`config.mk`:
```
export PLATFORM = sky130hd
export DESIGN_NAME = booth8_seq_ctrl
export DESIGN_NICKNAME = d
export VERILOG_FILES = /design/src/rtl/booth8_pkg.sv /design/src/rtl/booth8_digit_sel.sv /design/src/rtl/booth8_seq_ctrl.sv
export SDC_FILE = /design/constraint.sdc
export NUM_CORES = 1
export LEC_CHECK = 0
export BUFFER_PORTS_ARGS = -buffer_cell sky130_fd_sc_hd__clkbuf_2
export CAP_MARGIN = 0
export CORE_AREA = 2 2 132 122
export DETAILED_ROUTE_END_ITERATION = 12
export DIE_AREA = 0 0 134 124
export PLACE_DENSITY = 0.53
export SLEW_MARGIN = 5
export SYNTH_ARGS = -nofsm -noshare
export SYNTH_HDL_FRONTEND = slang
export SYNTH_SLANG_ARGS = --single-unit
```
`constraint.sdc`:
```
create_clock -name clk -period 13.6 [get_ports clk]
set_clock_uncertainty 0.15 [all_clocks]
set_input_delay 0.68 -clock clk [delete_from_list [all_inputs] [get_ports clk]]
set_output_delay 0.68 -clock clk [all_outputs]
set_load 0.02 [all_outputs]
```
`src/rtl/booth8_pkg.sv`:
```
// Shared types and helpers for the sequential radix-8 Booth multiplier.
package booth8_pkg;

    typedef enum logic [1:0] {
        IDLE = 2'd0,
        PRE  = 2'd1,
        ITER = 2'd2,
        DONE = 2'd3
    } state_t;

    // One-hot magnitude (1/2/3/4 times A) plus sign of a recoded digit
    typedef struct packed {
        logic neg;
        logic q;
        logic t;
        logic d;
        logic s;
    } digit_sel_t;

    function automatic int num_digits(input int n);
        return (n + 2) / 3;
    endfunction

endpackage

```
`src/rtl/booth8_digit_sel.sv`:
```
// Radix-8 Booth recoder: maps a 4-bit multiplier window to the signed multiple of A.
module booth8_digit_sel
    import booth8_pkg::*;
#(
    parameter int N = 8
) (
    input  logic [3:0]          win,
    input  logic [N-1:0]        a,
    input  logic [N+1:0]        a3,
    output logic signed [N+2:0] sel
);

    digit_sel_t  ds;
    logic [N+2:0] mag;

    always_comb begin
        ds     = '0;
        ds.neg = win[3];
        case (win)
            4'b0001, 4'b0010, 4'b1101, 4'b1110: ds.s = 1'b1;
            4'b0011, 4'b0100, 4'b1011, 4'b1100: ds.d = 1'b1;
            4'b0101, 4'b0110, 4'b1001, 4'b1010: ds.t = 1'b1;
            4'b0111, 4'b1000:                   ds.q = 1'b1;
            default: ;
        endcase
    end

    // Zero magnitude stays zero after negation, so 4'b1111 needs no special case
    always_comb begin
        mag = '0;
        if (ds.s)
            mag = {{3{a[N-1]}}, a};
        else if (ds.d)
            mag = {{2{a[N-1]}}, a, 1'b0};
        else if (ds.t)
            mag = {a3[N+1], a3};
        else if (ds.q)
            mag = {a[N-1], a, 2'b00};
        sel = ds.neg ? -mag : mag;
    end

endmodule

```
`src/rtl/booth8_seq_ctrl.sv`:
```
// Iterative signed radix-8 Booth multiplier, one digit per cycle, valid/ready on both sides.
// Optional EARLY_TERM_EN: stop as soon as the remaining multiplier digits are all zero.
module booth8_seq_ctrl
    import booth8_pkg::*;
#(
    parameter int DATA_WIDTH = 8
) (
    input  logic                      clk,
    input  logic                      rst,
    input  logic                      in_valid,
    output logic                      in_ready,
    input  logic [DATA_WIDTH-1:0]     a,
    input  logic [DATA_WIDTH-1:0]     b,
    output logic                      out_valid,
    input  logic                      out_ready,
    output logic [2*DATA_WIDTH-1:0]   product,
    output logic                      busy
);

    localparam int N    = DATA_WIDTH;
    localparam int ND   = num_digits(N);
    localparam int CW   = (ND > 1) ? $clog2(ND) : 1;
    localparam int ACCW = 2 * N + 3;
    localparam int QW   = N + 4;

    state_t          state, state_nxt;
    logic [N-1:0]    a_reg;
    logic [N+1:0]    a3_reg;
    logic [QW-1:0]   q_reg;
    logic [ACCW-1:0] acc, acc_nxt, sel_ext, term;
    logic [CW-1:0]   cnt;
    logic signed [N+2:0] sel;
    logic            last_digit;
    int              shamt;

    // q_reg shifts right by one digit per ITER cycle, so the current window is always its low nibble
    booth8_digit_sel #(.N(N)) u_digit_sel (
        .win (q_reg[3:0]),
        .a   (a_reg),
        .a3  (a3_reg),
        .sel (sel)
    );

    always_comb begin
        shamt   = 3 * int'(cnt);
        sel_ext = {{(ACCW-N-3){sel[N+2]}}, sel};
        term    = sel_ext << shamt;
        acc_nxt = acc + term;
`ifdef EARLY_TERM_EN
        // Remaining windows are all-zero or all-one (digit 0) once the unread bits match the sign
        last_digit = (cnt == CW'(ND - 1)) || (q_reg[QW-1:3] == '0) || (&q_reg[QW-1:3]);
`else
        last_digit = (cnt == CW'(ND - 1));
`endif
    end

    always_comb begin
        state_nxt = state;
        in_ready  = 1'b0;
        out_valid = 1'b0;
        busy      = 1'b1;
        case (state)
            IDLE: begin
                in_ready = 1'b1;
                busy     = 1'b0;
                if (in_valid)
                    state_nxt = PRE;
            end
            PRE:  state_nxt = ITER;
            ITER: if (last_digit) state_nxt = DONE;
            DONE: begin
                out_valid = 1'b1;
                if (out_ready)
                    state_nxt = IDLE;
            end
            default: state_nxt = IDLE;
        endcase
    end

    always_ff @(posedge clk) begin
        if (!rst)
            state <= IDLE;
        else
            state <= state_nxt;
    end

    always_ff @(posedge clk) begin
        if (!rst) begin
            a_reg   <= '0;
            a3_reg  <= '0;
            q_reg   <= '0;
            acc     <= '0;
            cnt     <= '0;
            product <= '0;
        end else begin
            case (state)
                IDLE: if (in_valid) begin
                    a_reg <= a;
                    q_reg <= {{3{b[N-1]}}, b, 1'b0};
                    acc   <= '0;
                    cnt   <= '0;
                end
                PRE: a3_reg <= {{2{a_reg[N-1]}}, a_reg} + {a_reg[N-1], a_reg, 1'b0};
                ITER: begin
                    acc   <= acc_nxt;
                    cnt   <= cnt + 1'b1;
                    q_reg <= {{3{q_reg[QW-1]}}, q_reg[QW-1:3]};
                    if (last_digit)
                        product <= acc_nxt[2*N-1:0];
                end
                default: ;
            endcase
        end
    end

endmodule

```
==> flow_summary.ini <==
[worst_setup_path]
type_of_the_worst_setup_path = register to register
worst_r2r_endpoint = product[15]
critical_path_required_ps = 13700
cp-end-kind = register
critical_path.endpoint = product[15]
timing.critical_path.from = q_reg[3]
crit_fanout = 30
ff2ff_path_depth = 22
slack_of_the_worst_reg_to_reg_path_ps = 6930
timing.critical_path.from_type = register
beginning_of_the_worst_register_to_register_path = q_reg[3]
crit_arrival_ps = 6770

[layout]
multi_input_area_um2 = 3640
antenna_cells = 0
stdcell_area_um2 = 5770
drive_above_1_share_pct = 14.3
area_growth_pct = 10.3
layout.cells.most_common = sky130_fd_sc_hd__nand2_1
most-common-layout-cells = sky130_fd_sc_hd__nand2_1, sky130_fd_sc_hd__dfxtp_1, sky130_fd_sc_hd__a21oi_1, sky130_fd_sc_hd__clkbuf_2, sky130_fd_sc_hd__ha_1
nFillCells = 1572
regArea_um2 = 1280
largest_registers_in_the_final_layout = acc: 16 flops, product: 16 flops
design.final.nets = 700

[sta]
setup_total_negative_slack_ps = 0
worst_pin_slew_ps = 1090
fin_crit_ps = 6670
fmax_mhz = 150
worst_slew_margin_rel_pct = 26.6
min_period_over_period_pct = 49.0
grt_setup_unrepaired = no
timing.final.setup_violations = 0
final-max-slew-violation-count = 0
hold_viol = 0

[route]
post-route-drc-count = 0
drtPass1Iterations = 5
ant_nets = 0
vias_per_cell = 5.46
routed_wirelength_mm = 13.4
routed_wire_length_per_instance_um = 15.7
via_count = 4661
detailedRoute.firstIterationViolations = 279

[clocking]
ctsRootBufferMaster = sky130_fd_sc_hd__clkbuf_16
numClockSinks = 64
cts_tree = yes
hold_buffers = 0
cts-htree-levels = 3
cts_setup_buffers = 0
worst_case_clock_buffer_depth = 2
clk_pin_slew_ps = 60
latest_clock_arrival_within_the_worst_skew_pair_ps = 330
cts_made_buffers = 9
post_cts.resized_instances = 0

[floorplan]
rows = 43
dieArea_um2 = 16600
core_area_um2 = 15100
ios = 39
die_h_um = 124
floorplan.initialDensity_pct = 34.6
floorplan.die.width_um = 134

[global_route]
antenna_found_initial = 0
wire_length_of_the_first_global_routing_pass_mm = 22.2
overflow = 0
number_of_global_route_vias_before_repair = 4343
grt_max_degree = 72
grt_use_total_pct = 16.6

[power]
pwr_density_cell_nw_per_um2 = 198
worst_voltage_drop_across_the_vdd_grid_mv = 0.141
leakagePower_uw = 0.00232

[logic_synthesis]
ys_seq_area_share_pct = 24.5
synth_area_per_cell_um2 = 8.19
synth.cell_area_um2 = 5230
synth-warning-count = 0
postSynth.asyncResetShare_pct = 0
synthesis.nets = 693
synth_enable_flop_cells = 0
synth-main-ff-cell = sky130_fd_sc_hd__dfxtp_1
ys_types = 81
synth.ff_latch_count = 64
post_synth_inst_count = 639

[placed_design]
port-buffer-count = 38
post_place_cell_area_um2 = 5480
detailedPlacementHpwl_mm = 9.96
final_weighted_congestion_of_routability_driven_global_placement = 0.862

[min_path]
hold_class = register to register

[flow_run]
maxCapViolCount = 0

[status]
status = complete, no violations
final cells by class:
type	count	share of cell area, %
Sequential cell	64	22.2
Multi-Input combinational cell	506	63.1
Timing Repair Buffer	40	3.55
Clock buffer	9	3.90
Clock inverter	7	1.24
Inverter	25	1.63
Tap cell	202	4.38
worst max-delay path, cell delays in order (launching register included):
cell and delay, ps:
sky130_fd_sc_hd__dfxtp_1 1020, sky130_fd_sc_hd__xor2_4 190, sky130_fd_sc_hd__nor2_1 850, sky130_fd_sc_hd__a21oi_1 250, sky130_fd_sc_hd__nand2_1 130, sky130_fd_sc_hd__ha_1 180, sky130_fd_sc_hd__a21boi_0 240, sky130_fd_sc_hd__o21ai_1 190
sky130_fd_sc_hd__nor4_4 340, sky130_fd_sc_hd__a21oi_1 200, sky130_fd_sc_hd__nand3_1 120, sky130_fd_sc_hd__o21ai_0 180, sky130_fd_sc_hd__a221o_1 420, sky130_fd_sc_hd__o21ai_0 100, sky130_fd_sc_hd__o22ai_1 150, sky130_fd_sc_hd__ha_1 390
sky130_fd_sc_hd__and4_1 230, sky130_fd_sc_hd__a21oi_1 170, sky130_fd_sc_hd__a311oi_1 150, sky130_fd_sc_hd__a31o_2 330, sky130_fd_sc_hd__a2111oi_0 440, sky130_fd_sc_hd__a21oi_1 80, sky130_fd_sc_hd__o2111ai_1 100
per-layer routing:
layer | part of all wire (%) | global-route usage, % | up-vias
met5 | 0 | 0 | -
met4 | 1.2 | 4.65 | 0
met3 | 4.9 | 2.24 | 15
met2 | 43 | 25.9 | 143
met1 | 51 | 23.9 | 2162
li1 | - | - | 2341
Yosys cell counts, types with 6 or more instances:
master / instances / area (µm²)
sky130_fd_sc_hd__nand2_1: 74 / 278
sky130_fd_sc_hd__dfxtp_1: 64 / 1280
sky130_fd_sc_hd__a21oi_1: 39 / 195
sky130_fd_sc_hd__ha_1: 32 / 400
sky130_fd_sc_hd__nor2_1: 31 / 116
sky130_fd_sc_hd__nor2b_1: 30 / 188
sky130_fd_sc_hd__clkbuf_1: 27 / 101
sky130_fd_sc_hd__o21ai_0: 26 / 130
sky130_fd_sc_hd__inv_1: 25 / 93.8
sky130_fd_sc_hd__mux2i_1: 25 / 250
sky130_fd_sc_hd__a21boi_0: 18 / 135
sky130_fd_sc_hd__nand3_1: 18 / 90.1
sky130_fd_sc_hd__o211ai_1: 16 / 120
sky130_fd_sc_hd__and2_1: 15 / 93.8
sky130_fd_sc_hd__a22oi_1: 13 / 97.6
sky130_fd_sc_hd__a21o_1: 11 / 82.6
sky130_fd_sc_hd__xnor2_1: 11 / 96.3
sky130_fd_sc_hd__nand2b_1: 9 / 56.3
sky130_fd_sc_hd__o211a_1: 9 / 90.1
sky130_fd_sc_hd__xor2_1: 9 / 78.8
sky130_fd_sc_hd__a21oi_2: 8 / 70.1
sky130_fd_sc_hd__nor3_1: 8 / 40.0
sky130_fd_sc_hd__and3_1: 6 / 37.5
sky130_fd_sc_hd__nand4_1: 6 / 37.5
cell families after synthesis:
| logic type | Yosys count | synth area share (%) |
|---|---|---|
| simple gates | 217 | 21.1 |
| fa+ha+maj | 36 | 8.80 |
| compound gates | 201 | 29.5 |
| flops | 64 | 24.5 |
| xor+xnor | 21 | 3.87 |
| buf+inv | 69 | 5.95 |
| mux | 31 | 6.29 |
where the power goes:
part | leakage, µW | switching (µW) | internal [µW] | total [µW]
Clock | 0.000150 | 88.6 | 142 | 231
Sequential | 0.000520 | 44.4 | 214 | 258
Combinational | 0.00165 | 398 | 255 | 653
worst min path at each step:
| stage | startpoint | to | slack, ps | depth (start not counted) |
|---|---|---|---|---|
| finish | product[11] | product[11] | 310 | 2 |
| floorplan | acc[12] | acc[12] | 300 | 2 |
| global placement | product[11] | product[11] | 300 | 2 |
| CTS | product[9] | product[9] | 320 | 2 |
| detailed placement | product[9] | product[9] | 310 | 2 |
| global route | product[7] | product[7] | 340 | 2 |
metrics by stage:
| stage | util (%) | worst slack [ps] | instances | hold WS, ps | power, µW |
|---|---|---|---|---|---|
| floorplan | - | 8750 | 639 | 301 | 782 |
| global placement | 36.2 | 7190 | 837 | 304 | 903 |
| detailed placement | 36.2 | 7010 | 837 | 311 | 911 |
| CTS | 38.2 | 7000 | 853 | 319 | 1150 |
| global route | 38.2 | 6240 | 853 | 340 | 1230 |
| finish | 38.2 | 6930 | 853 | 315 | 1140 |
Note: power is estimated with default switching activity, not from simulation.
